===== src/rtl/maf_pkg.sv =====
// Shared types and constants for the multiply-add result collector.
// Field bounds follow the IEEE-754 single-precision layout.
package maf_pkg;

    localparam int DW       = 32;
    localparam int EXP_HI   = 30;
    localparam int EXP_LO   = 23;
    localparam int MAN_HI   = 22;
    localparam int MAN_LO   = 0;
    localparam logic [EXP_HI-EXP_LO:0] EXP_ONES = '1;

    localparam int FLG_NAN  = 3;
    localparam int FLG_INF  = 2;
    localparam int FLG_ZERO = 1;
    localparam int FLG_DEN  = 0;

    typedef struct packed {
        logic [3:0]    flags;
        logic [DW-1:0] data;
    } res_entry_t;

    // Sign bit is deliberately ignored; at most one flag is ever set.
    function automatic logic [3:0] classify(input logic [DW-1:0] v);
        logic [EXP_HI-EXP_LO:0] e;
        logic                   man_nz;
        logic [3:0]             f;
        e      = v[EXP_HI:EXP_LO];
        man_nz = |v[MAN_HI:MAN_LO];
        f      = '0;
        f[FLG_NAN]  = (e == EXP_ONES) &&  man_nz;
        f[FLG_INF]  = (e == EXP_ONES) && !man_nz;
        f[FLG_ZERO] = (e == '0)       && !man_nz;
        f[FLG_DEN]  = (e == '0)       &&  man_nz;
        return f;
    endfunction

endpackage


===== src/rtl/maf_res_collector_if.sv =====
// Result strobe in, classified results out over valid/ready.
interface maf_res_collector_if #(parameter int DW = 32);

    logic          res_rdy;
    logic [DW-1:0] res;
    logic          out_vld;
    logic [DW-1:0] out_data;
    logic [3:0]    out_flags;
    logic          out_rdy;

    modport slave (
        input  res_rdy, res, out_rdy,
        output out_vld, out_data, out_flags
    );

    modport master (
        output res_rdy, res, out_rdy,
        input  out_vld, out_data, out_flags
    );

endinterface


===== src/rtl/maf_res_fifo.sv =====
// Synchronous FIFO of classified results; explicit level separates full from empty.
// Head is read combinationally from storage and forced to zero while empty.
module maf_res_fifo
    import maf_pkg::*;
#(
    parameter  int DEPTH = 8,
    localparam int AW    = $clog2(DEPTH),
    localparam int LW    = AW + 1
) (
    input  logic          clk,
    input  logic          rst,
    input  logic          clr,
    input  logic          push,
    input  logic          pop,
    input  res_entry_t    wdata,
    output res_entry_t    rdata,
    output logic [LW-1:0] level,
    output logic [LW-1:0] level_nxt,
    output logic          full,
    output logic          empty
);

    res_entry_t      mem [DEPTH];
    logic [AW-1:0]   wptr, rptr;
    logic            do_push, do_pop;

    assign full    = (level == LW'(DEPTH));
    assign empty   = (level == '0);
    assign do_pop  = pop && !empty && !clr;
    // A full FIFO still takes a write when the head leaves on the same edge.
    assign do_push = push && !clr && (!full || do_pop);

    always_comb begin
        level_nxt = level;
        if (clr)
            level_nxt = '0;
        else if (do_push && !do_pop)
            level_nxt = level + 1'b1;
        else if (do_pop && !do_push)
            level_nxt = level - 1'b1;
    end

    always_ff @(posedge clk) begin
        if (do_push)
            mem[wptr] <= wdata;
    end

    always_ff @(posedge clk or posedge rst) begin
        if (rst) begin
            wptr  <= '0;
            rptr  <= '0;
            level <= '0;
        end else begin
            if (clr) begin
                wptr <= '0;
                rptr <= '0;
            end else begin
                if (do_push) wptr <= wptr + 1'b1;
                if (do_pop)  rptr <= rptr + 1'b1;
            end
            level <= level_nxt;
        end
    end

    assign rdata = empty ? '0 : mem[rptr];

endmodule


===== src/rtl/maf_res_collector.sv =====
// Captures multiply-add results, classifies them, buffers and drains them to a consumer.
// The producer cannot stall, so almost_full throttles the issuer and ovf records drops.
module maf_res_collector
    import maf_pkg::*;
#(
    parameter  int DW        = maf_pkg::DW,
    parameter  int DEPTH     = 8,
    parameter  int AF_MARGIN = 3,
    parameter  int CNT_W     = 16,
    localparam int LW        = $clog2(DEPTH) + 1
) (
    input  logic                 clk,
    input  logic                 rst,
    input  logic                 clr,
    maf_res_collector_if.slave   bus,
    output logic                 almost_full,
    output logic                 ovf,
    output logic [CNT_W-1:0]     res_cnt,
    output logic [LW-1:0]        level
);

    logic [DW-1:0] res_d;
    res_entry_t    wentry, head;
    logic          push, pop, full, empty;
    logic [LW-1:0] level_nxt;

    assign res_d        = bus.res;
    assign wentry.flags = classify(res_d);
    assign wentry.data  = res_d;

    assign pop  = !empty && bus.out_rdy && !clr;
    assign push = bus.res_rdy && !clr && (!full || pop);

    maf_res_fifo #(.DEPTH(DEPTH)) u_fifo (
        .clk       (clk),
        .rst       (rst),
        .clr       (clr),
        .push      (push),
        .pop       (pop),
        .wdata     (wentry),
        .rdata     (head),
        .level     (level),
        .level_nxt (level_nxt),
        .full      (full),
        .empty     (empty)
    );

    assign bus.out_vld   = !empty;
    assign bus.out_data  = head.data;
    assign bus.out_flags = head.flags;

    // Registered from the next level so it tracks level cycle-exactly.
    always_ff @(posedge clk or posedge rst) begin
        if (rst) begin
            almost_full <= 1'b0;
            ovf         <= 1'b0;
            res_cnt     <= '0;
        end else begin
            almost_full <= (level_nxt >= LW'(DEPTH - AF_MARGIN));
            if (clr) begin
                ovf     <= 1'b0;
                res_cnt <= '0;
            end else begin
                if (bus.res_rdy && full && !pop)
                    ovf <= 1'b1;
                if (push)
                    res_cnt <= res_cnt + 1'b1;
            end
        end
    end

endmodule


===== src/flat_wrapper.sv =====
// flat-port wrapper written by rule: the top's interface ports become plain ports
module maf_res_collector_flat import maf_pkg::*;
#(
    parameter  int DW        = maf_pkg::DW,
    parameter  int DEPTH     = 8,
    parameter  int AF_MARGIN = 3,
    parameter  int CNT_W     = 16,
    localparam int LW        = $clog2(DEPTH) + 1
)
  (clk, rst, clr, almost_full, ovf, res_cnt, level, bus_res_rdy, bus_res, bus_out_rdy, bus_out_vld, bus_out_data, bus_out_flags);
  maf_res_collector_if #(.DW(DW)) bus_i ();
  input  logic clk;
  input  logic rst;
  input  logic clr;
  output logic almost_full;
  output logic ovf;
  output logic [CNT_W-1:0] res_cnt;
  output logic [LW-1:0] level;
  input wire logic [$bits(bus_i.res_rdy)-1:0] bus_res_rdy;
  input wire logic [$bits(bus_i.res)-1:0] bus_res;
  input wire logic [$bits(bus_i.out_rdy)-1:0] bus_out_rdy;
  output wire logic [$bits(bus_i.out_vld)-1:0] bus_out_vld;
  output wire logic [$bits(bus_i.out_data)-1:0] bus_out_data;
  output wire logic [$bits(bus_i.out_flags)-1:0] bus_out_flags;
  assign bus_i.res_rdy = bus_res_rdy;
  assign bus_i.res = bus_res;
  assign bus_i.out_rdy = bus_out_rdy;
  assign bus_out_vld = bus_i.out_vld;
  assign bus_out_data = bus_i.out_data;
  assign bus_out_flags = bus_i.out_flags;
  maf_res_collector #(.DW(DW), .DEPTH(DEPTH), .AF_MARGIN(AF_MARGIN), .CNT_W(CNT_W)) u_core (.clk(clk), .rst(rst), .clr(clr), .bus(bus_i), .almost_full(almost_full), .ovf(ovf), .res_cnt(res_cnt), .level(level));
endmodule

===== config.mk =====
export PLATFORM = sky130hd
export DESIGN_NAME = maf_res_collector_flat
export DESIGN_NICKNAME = d
export VERILOG_FILES = /design/src/rtl/maf_pkg.sv /design/src/rtl/maf_res_collector_if.sv /design/src/rtl/maf_res_fifo.sv /design/src/rtl/maf_res_collector.sv /design/src/flat_wrapper.sv
export SDC_FILE = /design/constraint.sdc
export NUM_CORES = 1
export LEC_CHECK = 0
export ABC_CLOCK_PERIOD_IN_PS = 7400
export CORE_ASPECT_RATIO = 0.75
export CORE_MARGIN = 3
export CORE_UTILIZATION = 30
export DETAILED_ROUTE_END_ITERATION = 10
export PLACE_DENSITY_LB_ADDON = 0.25
export REMOVE_ABC_BUFFERS = 1
export SYNTH_ARGS = -nofsm -noshare
export SYNTH_HDL_FRONTEND = slang
export SYNTH_HIERARCHICAL = 1
export SYNTH_SLANG_ARGS = --single-unit

===== constraint.sdc =====
create_clock -name clk -period 7.4 [get_ports clk]
set_input_delay 1.48 -clock clk [delete_from_list [all_inputs] [get_ports clk]]
set_output_delay 1.48 -clock clk [all_outputs]
set_load 0.01 [all_outputs]

==> results.rst, run 1 <==
.. list-table::
   :header-rows: 1

   * - Metric
     - Value
   * - Most used DFF post-synth
     - sky130_fd_sc_hd__edfxtp_1
   * - Sequential-to-total area share from yosys stat
     - 73.18%
   * - Tightest Pin Transition
     - 930.8 ps
   * - Sequential cell area
     - 0.009358 sq mm
   * - Number of maximum-capacitance violations
     - 0
   * - Count of filler cells inserted in the layout
     - 3787
   * - Full die area
     - 0.04512 sq mm
   * - #FFs+latches synth
     - 316
   * - Headroom to the max-slew limit
     - 37.47%
   * - Async SR Flop Fraction
     - 8.861%
   * - Final count of negative-setup-slack endpoints
     - 0
   * - HPWL after DPL
     - 16.20 mm
   * - Area of the placeable core
     - 0.04140 sq mm
   * - All-Layer GR Usage
     - 12.14%
   * - Footprint of the multi-input gates
     - 0.003271 sq mm
   * - Via count of the first global-routing pass
     - 6482
   * - First-pass GRT wire length
     - 41.54 mm
   * - Most common library cell in the layout ignoring fill and taps
     - sky130_fd_sc_hd__edfxtp_1
   * - Largest net degree at the start of global routing
     - 46
   * - Share of the cycle needed by the critical path after routing
     - 63.34%
   * - Cell taking the most area after synthesis
     - sky130_fd_sc_hd__edfxtp_1
   * - R2R Path Start
     - u_core/u_fifo/level[0]
   * - Fin cells
     - 1348
   * - Maximum clock frequency
     - 213.3 MHz
   * - Commonest non-fill, non-tap cells in the layout
     - sky130_fd_sc_hd__edfxtp_1, sky130_fd_sc_hd__clkdlybuf4s50_1, sky130_fd_sc_hd__mux4_2, sky130_fd_sc_hd__nor2_1, sky130_fd_sc_hd__mux2i_1
   * - Critical path data arrival time
     - 3210 ps
   * - Worst-Skew Late Latency
     - 510 ps
   * - Cell area after synthesis
     - 0.01277 sq mm
   * - CP Data Required Time
     - 5920 ps
   * - Clock H-tree levels
     - 2
   * - Antenna violations before repair
     - 0
   * - Number of design rule violations left after detail routing
     - 0
   * - Maximum vdd drop
     - 0.1287 mV
   * - Layout Skew
     - 8.020 ps
   * - Via count of the routed design
     - 6280
   * - Endpoint class of the critical path
     - output port
   * - Yosys warning total
     - 6
   * - Routed len/inst
     - 20.23 um
   * - Ratio of routed vias to standard cells
     - 4.659
   * - Number of I/O pins
     - 96
   * - Biggest fanout along the worst timing path
     - 30
   * - Kind of start point of the critical path
     - register
   * - Row count
     - 64
   * - Cell chosen for the clock root
     - sky130_fd_sc_hd__clkbuf_16
   * - Run status
     - complete, no violations
   * - Post-CTS Setup Inserts
     - 0
   * - Fraction of post-synthesis cell area in the top cell type by area
     - 67.70%
   * - Final GP Congestion
     - 0.7090
   * - Clock transition at the registers of the reported paths
     - 60 ps
   * - Buffer depth of the longest clock path
     - 3
   * - Layout net count
     - 808
   * - Setup repair after global routing missed its margin
     - false
   * - Hold buffers post-CTS
     - 0
   * - Final hold vios
     - 0
   * - Post-synth EDFFs
     - 288
   * - Effective utilization at floorplan
     - 30.86%
   * - Number of buffers inserted during clock tree synthesis
     - 34
   * - Drt total wl
     - 27.27 mm
   * - Worst setup timing slack at the placement stage
     - 2559 ps
   * - Min-Delay Startpoint
     - u_core/ovf
   * - Area growth from synthesis to final layout
     - 21.12%
   * - Final min period
     - 4687 ps
   * - Setup crit start
     - u_core/u_fifo/rptr[0]
   * - Power density over the cells
     - 241.3 mW/mm^2
   * - First-iteration detailed-routing DRC count
     - 480
   * - Post-layout worst setup margin
     - 2713 ps
   * - Input/output buffers
     - 95
   * - Die width
     - 244.3 um
   * - Pins over their slew limit
     - 0
   * - Cells after DPL
     - 1291
   * - Fin Setup TNS
     - 0 ps
   * - CTS tree
     - done
   * - Leakage
     - 4.781 nW
   * - Post-route cell area
     - 0.01547 sq mm
   * - Worst setup path class
     - reg2out
   * - Number of nets with antenna violations after routing
     - 0
   * - Register-to-Register Setup Slack
     - 3040 ps
   * - Library cells used by synthesis
     - 47
   * - Sum of overflow across all layers after global routing
     - 0
   * - Synth area leaders
     - sky130_fd_sc_hd__edfxtp_1, sky130_fd_sc_hd__mux4_2, sky130_fd_sc_hd__dfrtp_1
   * - Number of instances in the synthesized netlist
     - 651
   * - Die outline height
     - 184.7 um
   * - PostCTS Resize Cnt
     - 0
   * - Pre-Repair DR Iteration Count
     - 7
   * - Hold/Removal Path Class
     - reg2reg
   * - Clk sinks
     - 316
   * - Antenna Cells
     - 0
   * - Post-layout util
     - 37.37%
   * - Post-place instance area
     - 0.01442 sq mm
   * - Mean instance size in the synthesized netlist
     - 19.62 sq um
   * - Share of cells above drive strength 1
     - 21.09%
flip-flops by register name (all words and copies together), names as in the netlist:
signal,flops
u_core/u_fifo/level,4
u_core/u_fifo/mem,288
u_core/ovf,1
u_core/u_fifo/wptr,3
u_core/res_cnt,16
u_core/u_fifo/rptr,3
u_core/almost_full,1
final timing paths:
| kind | to | depth (start not counted) |
|---|---|---|
| setup / recovery | bus_out_data[19] | 5 |
| max in group asynchronous | u_core/res_cnt[13] | 2 |
| min in group asynchronous | u_core/u_fifo/rptr[0] | 2 |
| hold / removal | u_core/ovf | 2 |
| hold reg to reg | u_core/ovf | 2 |
| setup reg to reg | u_core/u_fifo/mem[3][0] | 12 |
per-layer routing:
metal / track usage [%] / share of wire (%) / wire length, um
met5: 0 / 0 / 0
met4: 3.727 / 2.2 / 593
met2: 18.57 / 46 / 12580
met1: 17.73 / 48 / 13010
met3: 2.123 / 4.0 / 1083
cells by family after synthesis:
| group | Yosys count | share of synthesized area, % |
|---|---|---|
| fa+ha+maj | 5 | 0.4897 |
| flops | 316 | 73.18 |
| buf+inv | 39 | 1.743 |
| compound gates | 31 | 2.194 |
| simple gates | 133 | 5.416 |
| mux | 114 | 16.08 |
| xor+xnor | 13 | 0.8913 |
stage by stage:
step,total power [mW],hold slack [ps]
after CTS,3.793,535.8
after floorplan,2.063,526.8
after detailed placement,2.161,522.1
after global routing,3.881,557.7
after global placement,2.159,530.7
final,3.733,520.8
cell usage after synthesis, types with 2 or more instances:
cell	count
sky130_fd_sc_hd__buf_6	6
sky130_fd_sc_hd__buf_2	16
sky130_fd_sc_hd__nor2b_1	6
sky130_fd_sc_hd__mux2_4	2
sky130_fd_sc_hd__nand3_1	7
sky130_fd_sc_hd__nand3b_1	2
sky130_fd_sc_hd__nand2b_4	2
sky130_fd_sc_hd__nand2_1	9
sky130_fd_sc_hd__o21ai_0	4
sky130_fd_sc_hd__a211oi_4	3
sky130_fd_sc_hd__dfrtp_1	28
sky130_fd_sc_hd__edfxtp_1	288
sky130_fd_sc_hd__a31o_1	2
sky130_fd_sc_hd__nor2_1	69
sky130_fd_sc_hd__nor3_1	8
sky130_fd_sc_hd__inv_1	8
sky130_fd_sc_hd__buf_4	3
sky130_fd_sc_hd__a21oi_1	7
sky130_fd_sc_hd__mux2_1	2
sky130_fd_sc_hd__xnor2_1	9
sky130_fd_sc_hd__nor4_1	8
sky130_fd_sc_hd__a211oi_1	4
sky130_fd_sc_hd__mux2i_1	38
sky130_fd_sc_hd__nand4_1	6
sky130_fd_sc_hd__mux4_2	72
sky130_fd_sc_hd__a21oi_2	2
sky130_fd_sc_hd__ha_1	5
sky130_fd_sc_hd__clkbuf_1	5
sky130_fd_sc_hd__a2111oi_2	3
sky130_fd_sc_hd__nand2b_1	7
sky130_fd_sc_hd__xor2_1	4
critical path, stage by stage, from the launching register on:
cell	delay (ps)
sky130_fd_sc_hd__dfrtp_4	690
sky130_fd_sc_hd__buf_4	590
sky130_fd_sc_hd__mux4_2	590
sky130_fd_sc_hd__mux2i_1	240
sky130_fd_sc_hd__nor2_1	70
sky130_fd_sc_hd__clkdlybuf4s50_1	500
area by class of cell:
| cell class | count | share of cell area, % |
|---|---|---|
| multi-input combinational | 296 | 21.14 |
| tap | 561 | 4.537 |
| timing repair buffer | 110 | 6.874 |
| clock inverter | 14 | 0.6469 |
| inverter | 8 | 0.1941 |
| clock buffer | 43 | 6.130 |
| sequential | 316 | 60.48 |
report_power, final:
part | switching [mW] | total (mW) | internal (mW)
combinational | 0.0853 | 0.153 | 0.0672
sequential | 0.00802 | 1.97 | 1.96
clock | 0.673 | 1.61 | 0.942
No activity file was read; power rests on OpenSTA's default activity.
==> run 2, diff against run 1 <==
- ABC_CLOCK_PERIOD_IN_PS: 7400 -> 4500
- clock period: 7.4 -> 4.5 ns (I/O delays scaled with it)
==> run 2 against run 1 <==
Effect of this change:
- via count up 1.6%
- worst setup slack worse by 2200 ps
- die area unchanged
- non-clock buffer count up 11
- combinational power up 65%
- power up 58%
- critical path depth unchanged
- utilization about the same
- routed wire length up 1.5%
==> results.rst, run 2 (synthesized netlist as in run 1, its figures left out) <==
.. list-table::
   :header-rows: 1

   * - Metric
     - Value
   * - Fin Setup TNS
     - 0 ps (unchanged)
   * - All-Layer GR Usage
     - 12.45% (+0.31 points)
   * - Final hold vios
     - 0 (unchanged)
   * - Final count of negative-setup-slack endpoints
     - 0 (unchanged)
   * - Full die area
     - 0.04512 sq mm (unchanged)
   * - Maximum clock frequency
     - 251.8 MHz
   * - Number of buffers inserted during clock tree synthesis
     - 31 (-8.8%)
   * - Layout net count
     - 816 (+0.99%)
   * - Part of the total power dissipated in the clock network
     - 40.9% (-2.3 points)
   * - Most common library cell in the layout ignoring fill and taps
     - sky130_fd_sc_hd__edfxtp_1
   * - Internal power consumption
     - 4.695 mW (+58%)
   * - Pre-Repair DR Iteration Count
     - 4 (-3)
   * - Commonest non-fill, non-tap cells in the layout
     - sky130_fd_sc_hd__edfxtp_1, sky130_fd_sc_hd__clkdlybuf4s50_1, sky130_fd_sc_hd__mux4_2, sky130_fd_sc_hd__nor2_1, sky130_fd_sc_hd__mux2i_1
   * - Sum of overflow across all layers after global routing
     - 0 (unchanged)
   * - Kind of start point of the critical path
     - register
   * - Worst setup timing slack at the placement stage
     - 656.2 ps (-1903 ps)
   * - Worst-Skew Late Latency
     - 560 ps (+50 ps)
   * - Master of the slowest instance on the critical path
     - sky130_fd_sc_hd__dfrtp_4
   * - Buffer depth of the longest clock path
     - 3 (unchanged)
   * - Via count of the routed design
     - 6381 (+1.6%)
   * - Final GP Congestion
     - 0.7151 (+0.86%)
   * - Number of I/O pins
     - 96 (unchanged)
   * - Largest stage delay on the critical path
     - 770 ps (+80 ps)
   * - Input/output buffers
     - 95 (unchanged)
   * - Combinational share of power
     - 4.3% (+0.2 points)
   * - Post-CTS Setup Inserts
     - 0 (unchanged)
   * - Row count
     - 64 (unchanged)
   * - Ratio of routed vias to standard cells
     - 4.713 (+1.2%)
   * - Series of cell instances along the critical path
     - buf_4 -> mux4_2 -> mux2i_1 -> nor2_1 -> clkdlybuf4s50_1
   * - Maximum vdd drop
     - 0.2733 mV (+110%)
   * - Leakage
     - 4.795 nW (+0.28%)
   * - Area of the placeable core
     - 0.04140 sq mm (unchanged)
   * - CP Buf/Inv Count
     - 2 (unchanged)
   * - Hold buffers post-CTS
     - 0 (unchanged)
   * - Antenna Cells
     - 0 (unchanged)
   * - Post-layout worst setup margin
     - 529.0 ps (-2184 ps)
   * - Number of design rule violations left after detail routing
     - 0 (unchanged)
   * - PostCTS Resize Cnt
     - 0 (unchanged)
   * - Die width
     - 244.3 um (unchanged)
   * - Run status
     - complete, no violations
   * - Crit-path leading delay family
     - buffers and inverters
   * - Headroom to the max-slew limit
     - 43.94% (+6.5 points)
   * - Clk sinks
     - 316 (unchanged)
   * - Total power draw
     - 5.901 mW (+58%)
   * - Hold/Removal Path Class
     - reg2reg
   * - Share of the cycle needed by the critical path after routing
     - 88.24%
   * - Antenna violations before repair
     - 0 (unchanged)
   * - Clock transition at the registers of the reported paths
     - 70 ps (about the same)
   * - Cell chosen for the clock root
     - sky130_fd_sc_hd__clkbuf_16
   * - Worst setup path class
     - reg2out
   * - Top flop regs
     - u_core/u_fifo/mem x288, u_core/res_cnt x16, u_core/u_fifo/level x4
   * - Share of cells above drive strength 1
     - 21.82% (+0.72 points)
   * - Setup repair after global routing missed its margin
     - false
   * - Via count of the first global-routing pass
     - 6741 (+4.0%)
   * - Switching component of the power
     - 1.206 mW (+57%)
   * - CP Data Required Time
     - 3600 ps (-2320 ps)
   * - Biggest register
     - u_core/u_fifo/mem
   * - Endpoint class of the critical path
     - output port
   * - Number of maximum-capacitance violations
     - 0 (unchanged)
   * - Effective utilization at floorplan
     - 30.86% (unchanged)
   * - Sw Ratio
     - 20.44% (-0.076 points)
   * - Power density over the cells
     - 380.9 mW/mm^2 (+58%)
   * - First-pass GRT wire length
     - 43.01 mm (+3.5%)
   * - Pins over their slew limit
     - 0 (unchanged)
   * - Number of nets with antenna violations after routing
     - 0 (unchanged)
   * - Drt total wl
     - 27.68 mm (+1.5%)
   * - Post-layout util
     - 37.42% (+0.048 points)
   * - Critical path data arrival time
     - 3070 ps (-140 ps)
   * - Clock H-tree levels
     - 1 (-1)
   * - HPWL after DPL
     - 16.79 mm (+3.6%)
   * - Count of filler cells inserted in the layout
     - 3886 (+2.6%)
   * - Die outline height
     - 184.7 um (unchanged)
   * - Area growth from synthesis to final layout
     - 21.27%
   * - CTS tree
     - done
   * - Max FFs per register
     - 288 (unchanged)
   * - Largest net degree at the start of global routing
     - 41 (-11%)
   * - Biggest fanout along the worst timing path
     - 25 (-17%)
   * - Worst hold slack across all endpoints
     - 527.9 ps (+7.160 ps)
   * - First-iteration detailed-routing DRC count
     - 489 (+1.9%)
   * - Final min period
     - 3971 ps
   * - Sequential Power Share
     - 54.8% (+2.1 points)
   * - Tightest Pin Transition
     - 834.5 ps (-96.30 ps)
   * - Routed len/inst
     - 20.44 um (+1.1%)
   * - Layout Skew
     - 16.21 ps (+8.191 ps)
==> run 2: cell types whose count changed in the layout (fill, tap and decap cells not counted), sizes merged <==
| cell | change |
|---|---|
| bufinv | +1 |
| buf | +11 |
| clkbuf | -9 |
| inv | -1 |
| clkinvlp | +1 |
| clkinv | +3 |
==> run 2: worst register-to-register path, delay by kind of cell (launching register included) <==
kind            cells  cell delay [ps]
compound gates      1              320
fa+ha+maj           1              290
buf+inv             2              450
flops               1              460
simple gates        7             1650
==> run 2: per-layer routing <==
layer	vias to the layer above	wire (um)	track usage (%)
met4	0	517	2.707
met1	3369	13260	18.15
met5	-	0	0
met2	118	12850	19.75
met3	38	1059	2.022
li1	2856	-	-
==> run 2: per-stage QoR <==
step | area, sq um | cells
2_1_floorplan | 12580 | 620
3_3_place_gp | 14560 | 1302
3_5_place_dp | 14560 | 1302
4_1_cts | 15490 | 1354
5_1_grt | 15490 | 1354
6_report | 15490 | 1354
==> run 2: power by group through the flow <==
stage               Combinational [mW]  Sequential, mW  Clock [mW]
CTS                              0.262            3.23        2.50
finish                           0.253            3.23        2.41
global placement                 0.260            3.30           0
detailed placement               0.261            3.30           0
floorplan                       0.0958            3.30           0
global route                     0.280            3.23        2.62
==> run 2: worst paths after layout <==
path                                         from                  endpoint  slack, ps  depth (start not counted)
setup / recovery            u_core/u_fifo/rptr[0]          bus_out_data[18]        530                          5
hold / removal                         u_core/ovf                u_core/ovf        530                          2
setup reg to reg           u_core/u_fifo/level[0]  u_core/u_fifo/mem[0][27]        970                         11
hold reg to reg                        u_core/ovf                u_core/ovf        530                          2
max in group asynchronous                     rst        u_core/res_cnt[14]       3250                          2
min in group asynchronous                     rst    u_core/u_fifo/level[3]        660                          2
==> run 2: final cells by class <==
type	count	area [sq um]	share of cell area, %
Inverter	8	30.03	0.1938
Sequential cell	316	9358	60.40
Clock buffer	34	787.0	5.080
Tap cell	561	701.9	4.531
Multi-Input combinational cell	296	3264	21.07
Clock inverter	18	142.6	0.9207
Timing Repair Buffer	121	1209	7.802
